**src/rtl/stopwatch_display_if.sv**
```systemverilog
// Bus between the stopwatch counter block and the multiplexed 6-digit display.
// There is no flow control on this bus: the master drives mode and time fields
// continuously, and the display samples them every clk. There is no valid/ready
// pair. The display drives segments, decimal point and digit enables back.
interface stopwatch_display_if;
    logic [1:0] state;
    logic [7:0] ms;
    logic [7:0] s;
    logic [7:0] m;
    logic [6:0] seg;
    logic       dp;
    logic [5:0] an;

    modport master (output state, ms, s, m, input seg, dp, an);
    modport slave  (input state, ms, s, m, output seg, dp, an);
endinterface

```
**src/rtl/stopwatch_display.sv**
```systemverilog
// Six-digit multiplexed display for an mm.ss.hh stopwatch. The time fields
// arrive from another clock domain. They are accepted only when they hold the
// same value on two consecutive samples. A lap snapshot can freeze the display
// while the count keeps running underneath.
module stopwatch_display #(
    parameter int SCAN_DIV = 50000
) (
    input  logic                clk,
    input  logic                rst,
    stopwatch_display_if.slave  bus
);

    localparam int         CW     = (SCAN_DIV > 2) ? $clog2(SCAN_DIV) : 1;
    localparam logic [1:0] ST_LAP = 2'b10;

    logic [23:0]   in_now;
    logic [23:0]   stage;
    logic [23:0]   live;
    logic [23:0]   hold;
    logic [1:0]    prev_state;
    logic [CW-1:0] cnt;
    logic [2:0]    idx;

    logic          lap_entry;
    logic [23:0]   shown;
    logic [7:0]    field;
    logic [3:0]    digit;
    logic          dash;
    logic [6:0]    seg_next;
    logic          dp_next;
    logic [5:0]    an_next;

    assign in_now    = {bus.m, bus.s, bus.ms};
    assign lap_entry = (bus.state == ST_LAP) && (prev_state != ST_LAP);

    // Active-low {g,f,e,d,c,b,a} pattern for one decimal digit.
    function automatic logic [6:0] seg_of(input logic [3:0] d);
        case (d)
            4'd0:    seg_of = 7'b1000000;
            4'd1:    seg_of = 7'b1111001;
            4'd2:    seg_of = 7'b0100100;
            4'd3:    seg_of = 7'b0110000;
            4'd4:    seg_of = 7'b0011001;
            4'd5:    seg_of = 7'b0010010;
            4'd6:    seg_of = 7'b0000010;
            4'd7:    seg_of = 7'b1111000;
            4'd8:    seg_of = 7'b0000000;
            4'd9:    seg_of = 7'b0010000;
            default: seg_of = 7'b1111111;
        endcase
    endfunction

    // Two-sample agreement filter: torn multi-bit updates never reach live.
    always_ff @(posedge clk or posedge rst) begin
        if (rst) begin
            stage <= '0;
            live  <= '0;
        end else begin
            stage <= in_now;
            if (stage == in_now) begin
                live <= in_now;
            end
        end
    end

    // Lap snapshot taken on entry to lap mode. It stores the pre-load live value.
    always_ff @(posedge clk or posedge rst) begin
        if (rst) begin
            prev_state <= 2'b00;
            hold       <= '0;
        end else begin
            prev_state <= bus.state;
            if (lap_entry) begin
                hold <= live;
            end
        end
    end

    // Scan timer: each digit stays enabled for SCAN_DIV clocks, then the index advances.
    always_ff @(posedge clk or posedge rst) begin
        if (rst) begin
            cnt <= '0;
            idx <= 3'd0;
        end else if (cnt == CW'(SCAN_DIV - 1)) begin
            cnt <= '0;
            idx <= (idx == 3'd5) ? 3'd0 : idx + 3'd1;
        end else begin
            cnt <= cnt + 1'b1;
        end
    end

    // Choose the value on show, pick the field and digit for the current index, and encode it.
    // On the lap-entry cycle the snapshot is not loaded yet, so live is shown directly.
    always_comb begin
        shown = live;
        if (bus.state == ST_LAP) begin
            shown = lap_entry ? live : hold;
        end
        case (idx[2:1])
            2'd0:    field = shown[7:0];
            2'd1:    field = shown[15:8];
            default: field = shown[23:16];
        endcase
        dash     = (field > 8'd99);
        digit    = idx[0] ? 4'(field / 8'd10) : 4'(field % 8'd10);
        seg_next = dash ? 7'b0111111 : seg_of(digit);
        an_next  = ~(6'b000001 << idx);
        dp_next  = !((idx == 3'd2) || (idx == 3'd4));
    end

    // Registered display outputs, blanked while in reset.
    always_ff @(posedge clk or posedge rst) begin
        if (rst) begin
            bus.seg <= 7'b1111111;
            bus.dp  <= 1'b1;
            bus.an  <= 6'b111111;
        end else begin
            bus.seg <= seg_next;
            bus.dp  <= dp_next;
            bus.an  <= an_next;
        end
    end

endmodule
```
**src/flat_wrapper.sv**
```systemverilog
// flat-port wrapper written by rule: the top's interface ports become plain ports
module stopwatch_display_flat 
#(
    parameter int SCAN_DIV = 50000
)
  (clk, rst, bus_state, bus_ms, bus_s, bus_m, bus_seg, bus_dp, bus_an);
  stopwatch_display_if bus_i ();
  input  logic clk;
  input  logic rst;
  input wire logic [$bits(bus_i.state)-1:0] bus_state;
  input wire logic [$bits(bus_i.ms)-1:0] bus_ms;
  input wire logic [$bits(bus_i.s)-1:0] bus_s;
  input wire logic [$bits(bus_i.m)-1:0] bus_m;
  output wire logic [$bits(bus_i.seg)-1:0] bus_seg;
  output wire logic [$bits(bus_i.dp)-1:0] bus_dp;
  output wire logic [$bits(bus_i.an)-1:0] bus_an;
  assign bus_i.state = bus_state;
  assign bus_i.ms = bus_ms;
  assign bus_i.s = bus_s;
  assign bus_i.m = bus_m;
  assign bus_seg = bus_i.seg;
  assign bus_dp = bus_i.dp;
  assign bus_an = bus_i.an;
  stopwatch_display #(.SCAN_DIV(SCAN_DIV)) u_core (.clk(clk), .rst(rst), .bus(bus_i));
endmodule
```
**config.mk**
```make
export PLATFORM = sky130hd
export DESIGN_NAME = stopwatch_display_flat
export DESIGN_NICKNAME = d
export VERILOG_FILES = /design/src/rtl/stopwatch_display_if.sv /design/src/rtl/stopwatch_display.sv /design/src/flat_wrapper.sv
export SDC_FILE = /design/constraint.sdc
export NUM_CORES = 1
export LEC_CHECK = 0
export CORE_ASPECT_RATIO = 0.7
export CORE_MARGIN = 2
export CORE_UTILIZATION = 35
export CTS_CLUSTER_DIAMETER = 150
export DETAILED_ROUTE_END_ITERATION = 12
export GPL_ROUTABILITY_DRIVEN = 0
export PLACE_DENSITY = 0.52
export REMOVE_ABC_BUFFERS = 1
export SYNTH_ARGS = -nofsm -noshare
export SYNTH_HDL_FRONTEND = slang
export SYNTH_SLANG_ARGS = --single-unit
```
**constraint.sdc**
```tcl
create_clock -name clk -period 7.8 [get_ports clk]
set_input_delay 1.95 -clock clk [delete_from_list [all_inputs] [get_ports clk]]
set_output_delay 1.95 -clock clk [all_outputs]
set_load 0.1 [all_outputs]
```
==> out/metrics.csv <==
stage,metric,value,unit
timing,fmax,0.144,GHz
finish,area delta synth->final,16.1,%
hold_path,worst hold path type,flop to flop,
global_route,GRT Overall Usage,0.141,
timing,setup TNS,0,ps
finish,ant diodes,0,
global_route,pin count of the biggest net entering global routing,78,
cts,H-tree levels,3,
finish,share of cells above drive strength 1,0.159,
yosys,prevailing post-synth register cell,dfrtp_1,
timing,Clock Skew,9.98,ps
global_route,initial antenna violation count,0,
global_route,vias in the first global route,3721,
timing,Rel. slew slack,0.327,
yosys,Syn Inst Count,502,
timing,endpoints failing setup,0,
yosys,asr flop ratio synth,1.00,
yosys,Cell variety after synth,64,
cts,# Post-CTS Setup Buffers,0,
floorplanning,DIE AREA,0.0167,mm^2
yosys,Yosys warning count,0,
critical_path,Startpoint Class,input port,
routing,DR DRC count,0,
timing,final max-slew violation count,0,
routing,DRT antenna net count,0,
cts,hold_buf cts,0,
yosys,mapped cell area,0.00548,mm^2
floorplanning,num ports,42,
floorplanning,core box area,0.0154,mm^2
routing,WL/cell,14.9,um
floorplanning,Die H,109,um
routing,Iter 0 DRT Violations,205,
cts,# resized after CTS,0,
timing,Final Cycle Share,0.891,
floorplanning,die width,154,um
finish,most frequent cells in the layout,"nand2_1 (97), dfrtp_1 (93), clkdlybuf4s50_1 (41)",
power,Worst VDD drop,112,uV
cts,TritonCTS buffer count,9,
global_route,global-route wire length before repair,19000,um
run_status,outcome,completed,
finish,Fill cells,1470,
finish,Final nets,575,
flow_run,Max-cap violations,0,
critical_path,CP Max Fanout,17,
yosys,Seq cells post-synth,107,
finish,multi-input combinational cell area,0.00262,mm^2
cts,Max Root-Sink Buffers,2,
power,P per Cell Area,170,mW/mm^2
finish,Util after Layout,0.413,
cts,root buffer cell,clkbuf_16,
timing,Least-Margin Pin Slew,1010,ps
yosys,Synth Area per Inst,10.9,um^2
critical_path,CP arrival,7210,ps
floorplanning,initial core utilization,0.356,
placed_design,HPWL after DPL,7910,um
routing,Vias,3752,
yosys,"Seq/Total Area, Yosys",0.492,
floorplanning,row count,38,
cts,Worst-Skew Late Latency,350,ps
critical_path,Worst EP required,8060,ps
critical_path,critical path capture point type,flop,
cts,Sink Count,107,
critical_path,critical path class,input port to flop,
cts,CTS tree,done,
timing,RSZ-0062 raised after global routing,false,
timing,final hold vios,0,
global_route,GR Overflow Total,0,
routing,final WL,11000,um
finish,FF+latch area,0.00270,mm^2
timing,fin crit period,6950,ps
power,P_leak,2.78,nW
power,Final Total Pwr,1.08,mW
routing,DRT Pass-1 Iters,5,
cts,clk slew on worst S/H paths,70,ps
finish,"commonest non-fill, non-tap cell in the layout",nand2_1,
routing,DR vias/cell,5.06,
yosys,Post-synth EDFFs,0,
placed_design,# port buffers,41,
-- area by class of cell --
type / instances / share of cell area
inverters: 12 / 0.00747
well taps: 200 / 0.0393
repair buffers: 45 / 0.0692
multi-input cells: 362 / 0.411
clock buffers: 10 / 0.0360
flip-flops and latches: 107 / 0.424
clock inverters: 6 / 0.0130
-- kinds of logic after synthesis --
family / share of synthesized area
AOI/OAI and AO/OA: 0.0890
xor gates and xnor gates: 0.0639
adders and majority gates: 0.0228
buffers and inverters: 0.0308
DFF: 0.492
muxes: 0.135
and+or+nand+nor: 0.166
-- synth_stat cells, drive strengths merged, types with 2 or more instances --
| master | number | area share |
|---|---|---|
| a2111oi | 4 | 0.0069 |
| a211oi | 2 | 0.0027 |
| a21oi | 10 | 0.0098 |
| a221oi | 3 | 0.0080 |
| a31oi | 7 | 0.0091 |
| a32oi | 4 | 0.0064 |
| and2 | 6 | 0.0069 |
| and3 | 6 | 0.0069 |
| buf | 8 | 0.014 |
| clkbuf | 13 | 0.0089 |
| dfrtp | 93 | 0.42 |
| dfstp | 14 | 0.067 |
| ha | 10 | 0.023 |
| inv | 12 | 0.0082 |
| mux2 | 33 | 0.069 |
| mux2i | 20 | 0.046 |
| mux4 | 5 | 0.021 |
| nand2 | 97 | 0.066 |
| nand2b | 6 | 0.0069 |
| nand3 | 15 | 0.014 |
| nand3b | 2 | 0.0027 |
| nand4 | 8 | 0.0091 |
| nor2 | 24 | 0.017 |
| nor2b | 9 | 0.010 |
| nor3 | 10 | 0.0091 |
| nor4 | 4 | 0.0046 |
| o211a | 2 | 0.0037 |
| o211ai | 6 | 0.011 |
| o21a | 2 | 0.0027 |
| o21ai | 7 | 0.0071 |
| o311ai | 3 | 0.0080 |
| or3 | 3 | 0.0034 |
| xnor2 | 22 | 0.035 |
| xor2 | 18 | 0.029 |
-- registers in the layout, indices dropped and copies added, names as in the netlist --
name / flops
u_core.stage: 24
u_core.bus.dp: 1
u_core.bus.seg: 7
u_core.idx: 3
u_core.bus.an: 6
u_core.prev_state: 2
u_core.hold: 24
u_core.live: 24
u_core.cnt: 16
-- critical path, stage by stage --
cell and delay, ps:
clkdlybuf4s50_1 520, and4bb_1 570, buf_4 280, mux2i_1 160
a221oi_4 670, a21oi_1 140, o21bai_1 200, o211ai_1 310
inv_1 120, ha_1 210, nand3_1 90, a31oi_2 60
nor2_2 200, mux2i_4 360, a31oi_1 120, o21ai_1 350
inv_1 180, ha_1 250, mux2_1 300, a32oi_1 160
-- layer usage --
metal / GRT usage / routed length, um / up-vias
li1: - / - / 1828
met1: 0.210 / 5800 / 1823
met2: 0.210 / 4680 / 91
met3: 0.0350 / 478 / 10
met4: 0.0301 / 80 / 0
met5: 0 / 0 / -
-- metrics by stage --
step	worst slack (ps)	area, um^2	hold WS (ps)	instances
global route	425	6360	492	742
global placement	750	6050	444	726
finish	854	6360	459	742
CTS	876	6360	464	742
detailed placement	523	6050	455	726
floorplan	1100	5360	425	481
-- final timing paths --
path / cells after the start / slack, ps / to / startpoint
min in group asynchronous: 2 / 1960 / u_core.live[14]$_DFFE_PP0N_ / rst
worst min-delay path: 1 / 460 / u_core.cnt[0]$_DFF_PP0_ / u_core.cnt[0]$_DFF_PP0_
max in group asynchronous: 3 / 4550 / u_core.hold[12]$_DFF_PP0_ / rst
worst max-delay path: 20 / 850 / u_core.bus.seg[4]$_DFF_PP1_ / bus_state[1]
worst min register to register: 1 / 460 / u_core.cnt[0]$_DFF_PP0_ / u_core.cnt[0]$_DFF_PP0_
worst max register to register: 19 / 2550 / u_core.bus.seg[4]$_DFF_PP1_ / u_core.prev_state[0]$_DFF_PP0_
-- where the power goes --
group,internal (mW),switching [mW]
Clock,0.256,0.211
Sequential,0.561,0.00281
Combinational,0.0222,0.0282
Total,0.840,0.242
Power figures use the tool's default switching activity.
